[config.mk]
export PLATFORM = sky130hd
export DESIGN_NAME = uart_apb_tx_queue
export DESIGN_NICKNAME = d
export VERILOG_FILES = /design/src/rtl/uart_apb_tx_queue_pkg.sv /design/src/rtl/uart_apb_tx_queue_sync_fifo.sv /design/src/rtl/uart_apb_tx_queue.sv
export SDC_FILE = /design/constraint.sdc
export NUM_CORES = 1
export LEC_CHECK = 0
export ABC_AREA = 1
export CORE_MARGIN = 1.5
export CORE_UTILIZATION = 50
export DETAILED_ROUTE_END_ITERATION = 12
export GPL_ROUTABILITY_DRIVEN = 0
export PLACE_DENSITY = 0.76
export RECOVER_POWER = 50
export SKIP_CTS_REPAIR_TIMING = 1
export SLEW_MARGIN = 20
export SYNTH_ARGS = -nofsm -noshare
export SYNTH_HDL_FRONTEND = slang
export SYNTH_SLANG_ARGS = --single-unit
export TNS_END_PERCENT = 5
[constraint.sdc]
create_clock -name pClk -period 6.6 [get_ports pClk]
set_input_delay 0.66 -clock pClk [delete_from_list [all_inputs] [get_ports pClk]]
set_output_delay 0.66 -clock pClk [all_outputs]
set_load 0.1 [all_outputs]
[src/rtl/uart_apb_tx_queue_pkg.sv]
// ---------------------------------------------------------------------------
// uart_txq_pkg
// Shared constants for the APB UART TX queue: register offsets, STATUS/CTRL
// bit positions and the drain state encoding.
// Related build macro: UART_TXQ_IRQ_EN (adds CTRL.ie and the irq output).
// ---------------------------------------------------------------------------
package uart_txq_pkg;

  // Register offsets (pAddr[3:0])
  localparam logic [3:0] ADDR_DATA   = 4'h0;
  localparam logic [3:0] ADDR_STATUS = 4'h4;
  localparam logic [3:0] ADDR_CTRL   = 4'h8;

  // STATUS bit positions
  localparam int ST_EMPTY = 0;
  localparam int ST_FULL  = 1;
  localparam int ST_OVF   = 4;
  localparam int ST_BUSY  = 5;
  localparam int ST_COUNT = 8;   // count field starts here, CNT_W bits wide

  // CTRL bit positions
  localparam int CTRL_EN  = 0;
  localparam int CTRL_CLR = 1;
  localparam int CTRL_IE  = 2;

  typedef enum logic [1:0] {
    IDLE      = 2'd0,
    LOAD      = 2'd1,
    WAIT_BUSY = 2'd2,
    WAIT_DONE = 2'd3
  } txq_state_e;

endpackage

[src/rtl/uart_apb_tx_queue_sync_fifo.sv]
// ---------------------------------------------------------------------------
// sync_fifo
// Single-clock FIFO with fall-through read (o_rdata always shows the head).
// Ports:
//   i_clk, i_rst_n    clock, synchronous active-low reset
//   i_clr             synchronous flush; dominates push and pop
//   i_push, i_wdata   write request and data
//   i_pop             read request (head advances)
//   o_rdata           current head entry
//   o_full, o_empty   status flags
//   o_count           number of stored entries
// ---------------------------------------------------------------------------
module sync_fifo #(
  parameter int DEPTH = 16,
  parameter int WIDTH = 8,
  parameter int CNT_W = $clog2(DEPTH) + 1
) (
  input  logic             i_clk,
  input  logic             i_rst_n,
  input  logic             i_clr,
  input  logic             i_push,
  input  logic [WIDTH-1:0] i_wdata,
  input  logic             i_pop,
  output logic [WIDTH-1:0] o_rdata,
  output logic             o_full,
  output logic             o_empty,
  output logic [CNT_W-1:0] o_count
);

  localparam int AW = $clog2(DEPTH);

  logic [WIDTH-1:0] r_mem [DEPTH];
  // Pointers carry one extra bit so that full and empty differ; the low AW
  // bits index the array, so addressing is DEPTH-modulo and wraps silently.
  logic [CNT_W-1:0] r_wr_ptr;
  logic [CNT_W-1:0] r_rd_ptr;
  logic             w_pop_ok;
  logic             w_push_ok;

  assign o_count = r_wr_ptr - r_rd_ptr;
  assign o_empty = (o_count == '0);
  assign o_full  = (o_count == CNT_W'(DEPTH));
  assign o_rdata = r_mem[r_rd_ptr[AW-1:0]];

  assign w_pop_ok  = i_pop & ~o_empty;
  // A full FIFO still accepts a push when the head leaves in the same cycle.
  assign w_push_ok = i_push & (~o_full | w_pop_ok);

  always_ff @(posedge i_clk) begin
    if (w_push_ok && !i_clr) begin
      r_mem[r_wr_ptr[AW-1:0]] <= i_wdata;
    end
  end

  always_ff @(posedge i_clk) begin
    if (!i_rst_n || i_clr) begin
      r_wr_ptr <= '0;
      r_rd_ptr <= '0;
    end else begin
      if (w_push_ok) r_wr_ptr <= r_wr_ptr + 1'b1;
      if (w_pop_ok)  r_rd_ptr <= r_rd_ptr + 1'b1;
    end
  end

endmodule

[src/rtl/uart_apb_tx_queue.sv]
// ---------------------------------------------------------------------------
// uart_apb_tx_queue
// APB slave that queues CPU-written bytes and drains them one at a time into
// a UART TX serializer through a tx_start / tx_busy handshake.
// Ports:
//   pClk, pReset         clock, synchronous active-low reset
//   pSel/pEnable/pWrite  APB control (access phase = pSel & pEnable)
//   pAddr, pWdata        APB address (bits [3:0] decoded) and write data
//   pReadData            combinational read data, zero unless reading
//   tx_data, tx_start    byte and one-cycle load pulse to the serializer
//   tx_busy              serializer busy
//   irq                  level interrupt (only with UART_TXQ_IRQ_EN)
// Build macro: UART_TXQ_IRQ_EN enables CTRL.ie and the irq output.
// ---------------------------------------------------------------------------
module uart_apb_tx_queue
  import uart_txq_pkg::*;
#(
  parameter int DEPTH   = 16,
  parameter int CNT_W   = $clog2(DEPTH) + 1,
  parameter int IRQ_LVL = 4
) (
  input  logic        pClk,
  input  logic        pReset,
  input  logic        pSel,
  input  logic        pEnable,
  input  logic        pWrite,
  input  logic [31:0] pAddr,
  input  logic [31:0] pWdata,
  output logic [31:0] pReadData,
  output logic [7:0]  tx_data,
  output logic        tx_start,
  input  logic        tx_busy,
  output logic        irq
);

  txq_state_e       r_state;
  logic [7:0]       r_tx_data;
  logic             r_tx_start;
  logic             r_en;
  logic             r_ovf;

  logic             w_wr;
  logic             w_data_wr;
  logic             w_status_wr;
  logic             w_ctrl_wr;
  logic             w_clr;
  logic             w_pop;
  logic             w_ovf_set;
  logic             w_ie;
  logic [7:0]       w_head;
  logic             w_full;
  logic             w_empty;
  logic [CNT_W-1:0] w_count;
  logic [31:0]      w_rdata;
  logic             w_unused;

  assign w_wr        = pSel & pEnable & pWrite;
  assign w_data_wr   = w_wr & (pAddr[3:0] == ADDR_DATA);
  assign w_status_wr = w_wr & (pAddr[3:0] == ADDR_STATUS);
  assign w_ctrl_wr   = w_wr & (pAddr[3:0] == ADDR_CTRL);
  assign w_clr       = w_ctrl_wr & pWdata[CTRL_CLR];
  assign w_pop       = (r_state == LOAD);
  // Drop only when full and nothing leaves this cycle (full implies non-empty,
  // so a LOAD cycle always frees a slot).
  assign w_ovf_set   = w_data_wr & w_full & ~w_pop;
  assign w_unused    = ^{pAddr[31:4], pWdata[31:8]};

  sync_fifo #(
    .DEPTH (DEPTH),
    .WIDTH (8),
    .CNT_W (CNT_W)
  ) u_fifo (
    .i_clk   (pClk),
    .i_rst_n (pReset),
    .i_clr   (w_clr),
    .i_push  (w_data_wr),
    .i_wdata (pWdata[7:0]),
    .i_pop   (w_pop),
    .o_rdata (w_head),
    .o_full  (w_full),
    .o_empty (w_empty),
    .o_count (w_count)
  );

  // Control and sticky status
  always_ff @(posedge pClk) begin
    if (!pReset) begin
      r_en  <= 1'b0;
      r_ovf <= 1'b0;
    end else begin
      if (w_ctrl_wr) r_en <= pWdata[CTRL_EN];
      if (w_clr || (w_status_wr && pWdata[ST_OVF])) r_ovf <= 1'b0;
      else if (w_ovf_set)                          r_ovf <= 1'b1;
    end
  end

  // Drain FSM. tx_start/tx_data are registered on the IDLE->LOAD transition,
  // so the pulse coincides with the LOAD cycle in which the head is popped.
  always_ff @(posedge pClk) begin
    if (!pReset) begin
      r_state    <= IDLE;
      r_tx_data  <= 8'h00;
      r_tx_start <= 1'b0;
    end else begin
      r_tx_start <= 1'b0;
      case (r_state)
        IDLE: begin
          if (r_en && !w_empty && !tx_busy) begin
            r_state    <= LOAD;
            r_tx_data  <= w_head;
            r_tx_start <= 1'b1;
          end
        end
        LOAD:      r_state <= WAIT_BUSY;
        WAIT_BUSY: if (tx_busy)  r_state <= WAIT_DONE;
        WAIT_DONE: if (!tx_busy) r_state <= IDLE;
        default:   r_state <= IDLE;
      endcase
    end
  end

  assign tx_data  = r_tx_data;
  assign tx_start = r_tx_start;

`ifdef UART_TXQ_IRQ_EN
  logic r_ie;
  logic r_irq;

  always_ff @(posedge pClk) begin
    if (!pReset) begin
      r_ie  <= 1'b0;
      r_irq <= 1'b0;
    end else begin
      if (w_ctrl_wr) r_ie <= pWdata[CTRL_IE];
      r_irq <= r_en & r_ie & (w_count <= CNT_W'(IRQ_LVL));
    end
  end

  assign w_ie = r_ie;
  assign irq  = r_irq;
`else
  logic w_unused_lvl;
  assign w_unused_lvl = (IRQ_LVL > 0);
  assign w_ie = 1'b0;
  assign irq  = 1'b0;
`endif

  // Read mux; DATA is write-only and unmapped offsets read zero.
  always_comb begin
    w_rdata = 32'h0;
    if (pSel && !pWrite) begin
      case (pAddr[3:0])
        ADDR_STATUS: begin
          w_rdata[ST_EMPTY]           = w_empty;
          w_rdata[ST_FULL]            = w_full;
          w_rdata[ST_OVF]             = r_ovf;
          w_rdata[ST_BUSY]            = (r_state != IDLE);
          w_rdata[ST_COUNT +: CNT_W]  = w_count;
        end
        ADDR_CTRL: begin
          w_rdata[CTRL_EN] = r_en;
          w_rdata[CTRL_IE] = w_ie;
        end
        default: w_rdata = 32'h0;
      endcase
    end
  end

  assign pReadData = w_rdata;

endmodule

### Word-level counts from Yosys, hierarchy flattened

Memory sizes are Yosys's and may differ from the RTL's. A register that Yosys moved wholly into a read port is not among the register bits.
Cells that the tools add are included.

| storage, ports and cells | value |
|---|---|
| output and inout port bits | 42 |
| memories | 1 |
| bits in registers | 15 |
| word-level logic and storage cells | 67 |
| bits in writable memories | 128 |
| input port bits | 70 |

| operators by class | value |
|---|---|
| equality and inequality tests | 9 |
| bitwise gates (word level) | 15 |
| $add $sub $neg | 3 |
| mux-type cells | 12 |
| reduce and logical (&&, ||, !) cells | 21 |

Memory list:

| memory | words | bits a word | rd ports | clocked after Yosys merged registers in | write ports | line | RTL |
|---|---|---|---|---|---|---|---|
| u_fifo.r_mem | 16 | 8 | 1 | 1 | 1 | uart_apb_tx_queue_sync_fifo.sv:32 | `logic [WIDTH-1:0] r_mem [DEPTH];` |

Operators with widths:

| kind | count |
|---|---|
| 13-bit 2-to-1 mux | 1 |
| 5-bit by 1-bit adder with 5-bit output, second input constant | 2 |
| 1-bit AND | 10 |
| 2-bit 2-to-1 mux | 4 |
| 2-bit case mux with 4 select lines | 1 |
| 1-bit zero test | 6 |
| 2-bit inequality test, second input constant | 3 |
| 5-bit equality test, second input constant | 1 |
| 1-bit logical AND | 5 |
| 5-bit zero test | 1 |
| 5-bit 2-to-1 mux | 1 |
| 5-bit subtractor | 1 |
| 2-bit equality test, second input constant | 2 |
| 4-bit by 3-bit equality test with 1-bit output, second input constant | 1 |
| 4-bit equality test, second input constant | 1 |
| 4-bit zero test | 1 |
| 1-bit 2-to-1 mux | 4 |
| 1-bit inverter | 4 |
| 2-bit AND reduction | 2 |
| 3-bit AND reduction | 1 |
| 2-bit by 1-bit equality test with 1-bit output, second input constant | 1 |
| 2-bit zero test | 1 |
| 1-bit logical OR | 2 |
| 1-bit case mux with 2 select lines | 1 |
| 3 further kinds | 3 |

### Longest topological paths before layout

Gate-level depths: netlist of run 1.

| logic depth | value |
|---|---|
| depth in word-level cells | 9 |
| gate-level depth with buffers | 14 |
| depth with buffers taken out | 14 |

### Cells and area by module

A second synthesis of run 1 with hierarchy kept.

| unflattened totals | value |
|---|---|
| cells, all modules | 610 |
| area total of the unflattened synthesis | 6998.0 µm² |

Modules (own cells, without submodules):

| module | cells each | area an instance (µm²) | seq. area each (µm²) | times used |
|---|---|---|---|---|
| sync_fifo | 471 | 6073.3 | 4124.0 | 1 |
| uart_apb_tx_queue | 139 | 924.6 | 260.2 | 1 |

### Worst setup path after synthesis of run 1

Ideal clock, no wire load.

| timing | value |
|---|---|
| path type | register to output |
| from | reg u_fifo.r_wr_ptr[0] |
| to | out pReadData[1] |
| cell stages (with the launch flop) | 8 |
| path slack | 2.390 ns |
| arrival | 3.550 ns |
| buffers on the path | 0 |
| cells stage by stage | dfxtp_1 inv_1 ha_1 fa_1 nand2_1 nor2_2 nand2_2 nor3_1 |

| between the ends | value |
|---|---|
| cells in the longest elaborated chain, start to end | 4 |

Ends and longest elaborated chain:

| element | line | RTL |
|---|---|---|
| from (decl) | uart_apb_tx_queue_sync_fifo.sv:35 | `logic [CNT_W-1:0] r_wr_ptr;` |
| from (signal assigned) | uart_apb_tx_queue_sync_fifo.sv:60 | `if (w_push_ok) r_wr_ptr <= r_wr_ptr + 1'b1;` |
| 5-bit subtractor | uart_apb_tx_queue_sync_fifo.sv:40 | `assign o_count = r_wr_ptr - r_rd_ptr;` |
| 5-bit equality test | uart_apb_tx_queue_sync_fifo.sv:42 | `assign o_full = (o_count == CNT_W'(DEPTH));` |
| 1-bit 2-to-1 mux | uart_apb_tx_queue.sv:152 | `case (pAddr[3:0])` |
| 13-bit 2-to-1 mux | uart_apb_tx_queue.sv:151 | `if (pSel && !pWrite) begin` |
| to (decl) | uart_apb_tx_queue.sv:29 | `output logic [31:0] pReadData,` |

No other way between the ends.

### Worst setup path after layout of run 1

| timing | value |
|---|---|
| from | reg u_fifo.r_rd_ptr[2] |
| to | out pReadData[0] |

| between the ends | value |
|---|---|
| cells in the longest elaborated chain, start to end | 4 |

Ends and longest elaborated chain:

| element | line | RTL |
|---|---|---|
| from (decl) | uart_apb_tx_queue_sync_fifo.sv:36 | `logic [CNT_W-1:0] r_rd_ptr;` |
| from (signal assigned) | uart_apb_tx_queue_sync_fifo.sv:61 | `if (w_pop_ok) r_rd_ptr <= r_rd_ptr + 1'b1;` |
| 5-bit subtractor | uart_apb_tx_queue_sync_fifo.sv:40 |  |
| 5-bit zero test | uart_apb_tx_queue_sync_fifo.sv:41 | `assign o_empty = (o_count == '0);` |
| 1-bit case mux with 2 select lines | uart_apb_tx_queue.sv:152 |  |
| 13-bit 2-to-1 mux | uart_apb_tx_queue.sv:151 |  |

No other way between the ends.

==> results of run 1 <==
-- stage by stage --
step           cells  setup slack (ns)  hold WS [ns]  instance area (µm²)
2_1_floorplan    651              2.39         0.431                 6830
3_5_place_dp     815              2.42         0.448                 7090
6_report         847              1.77         0.456                 7680
4_1_cts          847              1.93         0.456                 7700
5_1_grt          847              1.58         0.494                 7680
3_3_place_gp     815              2.43         0.442                 7090
-- routing by layer --
layer | track usage | part of all wire
met4 | 0.0979 | 0.025
met5 | 0 | 0
met3 | 0.0536 | 0.090
met1 | 0.270 | 0.40
met2 | 0.364 | 0.49
-- area by class of cell --
cell class | instances | area (µm²) | area share
Multi-Input combinational cell | 413 | 2030 | 0.265
Sequential cell | 151 | 4310 | 0.561
Clock buffer | 17 | 425 | 0.0554
Tap cell | 176 | 220 | 0.0287
Timing Repair Buffer | 37 | 365 | 0.0476
Clock inverter | 15 | 185 | 0.0241
Inverter | 38 | 144 | 0.0187
-- cell families after synthesis --
group,after synthesis
adders and majority gates,14
xor gates and xnor gates,7
and+or+nand+nor,252
AOI/OAI and AO/OA,115
other,1
buffers and inverters,87
muxes,1
DFF,151
-- state kept, by name (all words and copies together) (netlist names) --
name,cells
u_fifo.r_wr_ptr,5
tx_data,8
tx_start,1
u_fifo.r_mem,128
u_fifo.r_rd_ptr,5
r_state,2
r_ovf,1
r_en,1
-- power groups by stage --
| stage | combinational, µW | sequential, µW | clock (µW) |
|---|---|---|---|
| 6_report | 693 | 1050 | 992 |
| 4_1_cts | 711 | 1050 | 998 |
| 5_1_grt | 762 | 1050 | 1040 |
| 3_5_place_dp | 701 | 1070 | 0 |
| 3_3_place_gp | 674 | 1070 | 0 |
| 2_1_floorplan | 561 | 1080 | 0 |
-- worst max-delay path: stages, from the launching register on --
cell and delay (ns):
dfxtp_1 0.75, clkinv_1 0.50, ha_1 0.52, nand3_1 0.12, nand2_1 0.08, nand2_1 0.05, nand2_1 0.15, nand3_1 0.24
o22ai_1 0.17, clkdlybuf4s50_1 1.16
-- synth_stat cells, drive strengths merged --
cell | n | area share
nor2 | 132 | 0.075
edfxtp | 128 | 0.57
nand2 | 81 | 0.050
o21ai | 67 | 0.050
buf | 39 | 0.043
inv | 36 | 0.020
nand3 | 33 | 0.027
dfxtp | 23 | 0.068
o22ai | 17 | 0.016
o211ai | 16 | 0.018
a21oi | 14 | 0.010
ha | 13 | 0.024
clkbuf | 10 | 0.0056
xor2 | 6 | 0.0078
nor3 | 3 | 0.0022
clkinv | 2 | 0.0011
a211o | 1 | 0.0013
conb | 1 | 0.00056
fa | 1 | 0.0030
mux2i | 1 | 0.0015
nand3b | 1 | 0.0011
nor4 | 1 | 0.0032
or2 | 1 | 0.00093
xnor2 | 1 | 0.0013
-- worst paths after layout --
kind	end	slack (ns)	cells past startpoint
max reg2reg	u_fifo.r_mem[1][1]	2.57	11
min	r_ovf	0.46	2
max	pReadData[0]	1.77	9
min reg2reg	r_ovf	0.46	2
==> metrics.cfg, run 1 <==
[detailed_routing]
avgViaCountPerCell=5.53
ant_nets=0
dr.pass1.iters=6
drt-initial-drc-count=477
vias=4682
routedWlPerCell_um=17.4
wl_um=14800
drcViolationCount=0

[synthesis]
synth_xor_area_frac=0.00909
ys_seq_area_frac=0.638
syn_area_um2=6740
synth_area_per_cell_um2=10.7
muxShareOfSynthArea=0.00148
synth_top_family_by_area=simple AND/OR/NAND/NOR gates
synth_compound_area_frac=0.0950
ys_seq_elements=151
synth-adder-area-share=0.0271
synthSimpleGateAreaFrac=0.159
synth.yosys.warnings=0
synth_cell_type_count=34
synth_cells=628

[global_route]
antenna_found_initial=0
grt_max_degree=70
grt_overflow_total=0
gr-usage-all-layers=0.218
grt_pass1_vias=4572
grt_pass1_wl_um=23200

[floorplan]
die_h_um=119
start_util=0.511
dieArea_um2=14200
pin_count=112
die_x_um=119
rows=42
coreArea_um2=13200

[clock_tree]
clkTransAtPathRegs_ns=0.06
cts_root_buffer=clkbuf_16
clk_latency_ns=0.42
cts_htree_levels=4
cts_buffer_depth=2
clock_sinks=151
numCtsBuffers=17
cts_tree=yes

[power]
internal_power_uw=1850
clockPowerShare=0.363
p_comb_frac=0.254
power.total_uw=2730
p_seq_frac=0.383
p_switching_uw=880
swShare=0.322
ir_drop_v=0.000204
power.density_nw_per_um2=356
leakage_uw=0.00275

[worst_setup_path]
cp.required_ns=5.94
crit_start=u_fifo.r_rd_ptr[2]
arrival_ns=4.17
critPathMaxFanout=14
reg2reg_from=u_fifo.r_rd_ptr[2]
crit_path_start_kind=flip-flop
worstSetupPathType=flip-flop to primary output
end_kind=primary output

[sta]
period_share=0.732
setup_tns_ns=0
setup_viol=0
clock-skew-final_ns=0.00602
finalCriticalPeriod_ns=4.83
fmax_ghz=0.207
tightest_slew_ns=0.989
rsz0062_at_grt=false
timing.slew.headroom=0.338
final_hold_viol_count=0
final_max_slew_viol_count=0

[finish]
drive_above_1_share=0.0641
utilization=0.582
diodes=0
layout_common_cells=nor2_1 (130), edfxtp_1 (128), nand2_1 (76)
nNetsFinal=742
nFillCells=1024
area_growth_pct=13.9
mostFrequentLayoutCell=nor2_1

[worst_hold_path]
min_path_type=flip-flop to flip-flop
min-delay-start=r_ovf

[place]
post-dp-hpwl_um=8830
portBuffers=35

[status]
run_status=finished clean

[flow_run]
maxCapViolations=0

(Power assumes the default switching activity.)
==> run 2, diff against run 1 <==
CORE_UTILIZATION = 48   (was 50)
clock period = 4.2 ns   (was 6.6 ns; I/O delays follow)
==> run 2 against run 1 <==
  * First-iteration DRC count is 19% lower
  * Sequential cell count unchanged
  * Die area rose by 4.1%
  * Count of clock-buffer cells in the layout up 1
  * Clock power is 45% higher
  * Via count decreased by 1.3%
  * Combinational power up 56%
  * Hold slack better by 0.014 ns
  * Cell count increased by 2.1%
  * Design area rose by 0.86%
  * Routed wire length is 2.6% lower
  * Sequential share of layout area shrank 0.48 points
  * Critical path type is now flip-flop to flip-flop
  * Critical endpoint is now u_fifo.r_mem[2][0]
  * Highest routed layer unchanged
==> metrics.cfg, run 2 (synthesized netlist as in run 1, its figures left out) <==
[detailed_routing]
dr.pass1.iters=5
vias=4619
wl_um=14400
avgViaCountPerCell=5.34
ant_nets=0
drt-initial-drc-count=386
routedWlPerCell_um=16.6
drcViolationCount=0

[clock_tree]
cts_buffer_depth=2
cts_htree_levels=4
clk_latency_ns=0.42
cts_tree=yes
cts_root_buffer=clkbuf_16
numCtsBuffers=17
clock_sinks=151
clkTransAtPathRegs_ns=0.06

[worst_setup_path]
cp_num_cells=14
r2r_cells=14
crit_slowest_cell=nor2_1
crit_top_cell=nand2_1
cp.required_ns=4.25
end_kind=flip-flop
critPathMaxFanout=8
arrival_ns=3.47
crit_path_start_kind=flip-flop
crit_path_max_incr_delay_ns=0.59
worstSetupPathType=flip-flop to flip-flop
worst-path-buf-inv=3
cp_cell_sequence=inv_1 -> ha_1 -> fa_1 -> inv_1 -> nand3_1 -> nand2_1 -> nand2_1 -> nand2_1 -> nor2_4 -> nand2_1 -> nand2_1 -> inv_1 -> nand2_2 -> nor2_1
cp_top_family=simple AND/OR/NAND/NOR gates

[floorplan]
coreArea_um2=13800
die_x_um=122
rows=43
pin_count=112
die_h_um=122
start_util=0.490
dieArea_um2=14800

[finish]
drive_above_1_share=0.0920
area_growth_pct=14.9
diodes=0
nNetsFinal=757
final_area_um2=7750
nFillCells=1134
largest_register_ffs=128
mostFrequentLayoutCell=nor2_1
layout_common_cells=nor2_1 (131), edfxtp_1 (128), nand2_1 (76)

[global_route]
grt_overflow_total=0
gr-max-usage-layer=met2
met2_usage=0.349
grtUsageMet3=0.0571
gr-usage-all-layers=0.208
grt_pass1_vias=4555
grt_max_degree=69
antenna_found_initial=0
grt_pass1_wl_um=22700
grtUsageMet1=0.252

[power]
leakage_uw=0.00283
power.density_nw_per_um2=537
ir_drop_v=0.000318

[worst_hold_path]
whs_path_depth=2
min_path_type=flip-flop to flip-flop

[place]
portBuffers=35
place_worst_setup_slack_ns=1.08
post-dp-hpwl_um=8860
placed_cell_area_um2=7210

[sta]
rsz0062_at_grt=false
setup_tns_ns=0
holdWs_ns=0.470
tightest_slew_ns=0.989
timing.slew.headroom=0.339
setup_viol=0
clock-skew-final_ns=0.00879
finalCriticalPeriod_ns=3.41
fmax_ghz=0.293
final_hold_viol_count=0
fin_ws_ns=0.787
final_max_slew_viol_count=0
period_share=0.813

[status]
run_status=finished clean

[flow_run]
maxCapViolations=0

[run 2: cell count changes in the layout (fill, tap and decap cells not counted), moves of 2 or more]
cell | previous run | this run
buf_12 | 0 | 2
clkbuf_1 | 0 | 2
buf_4 | 2 | 23
clkinv_4 | 2 | 5
clkdlybuf4s50_1 | 18 | 9
bufinv_16 | 4 | 2
[run 2: power breakdown]
group          switching, µW  internal (µW)  total (µW)
combinational            789            288        1080
clock                    571            865        1440
sequential              9.71           1640        1650
[run 2: layout make-up]
class,instances,area [µm²],share of cell area
multi-input combinational,413,2030,0.262
inverter,38,144,0.0186
clock inverter,13,134,0.0173
timing repair buffer,52,477,0.0615
clock buffer,18,429,0.0554
tap,180,225,0.0291
sequential,151,4310,0.556
[run 2: final timing paths]
path                                         start                 end  slack (ns)
worst max-delay path            u_fifo.r_wr_ptr[0]  u_fifo.r_mem[2][0]        0.79
worst min-delay path                         r_ovf               r_ovf        0.47
worst max register to register  u_fifo.r_wr_ptr[0]  u_fifo.r_mem[2][0]        0.79
worst min register to register               r_ovf               r_ovf        0.47
[run 2: metrics by stage]
step	utilization	std cells	total power (µW)
floorplan	-	651	2570
global placement	0.524	834	2750
detailed placement	0.524	834	2780
CTS	0.564	865	4220
global route	0.562	865	4360
finish	0.562	865	4160
[run 2: tightest hold or removal path, stage by stage (launching register included)]
cell	delay (ns)
dfxtp_1	0.30
inv_1	0.06
a21oi_1	0.07
[run 2: metal layers]
layer  vias to the layer above  wire length [µm]
met5                         -                 0
met4                         0               412
met3                        37              1120
met2                       200              7140
met1                      2172              5710
li1                       2210                 -
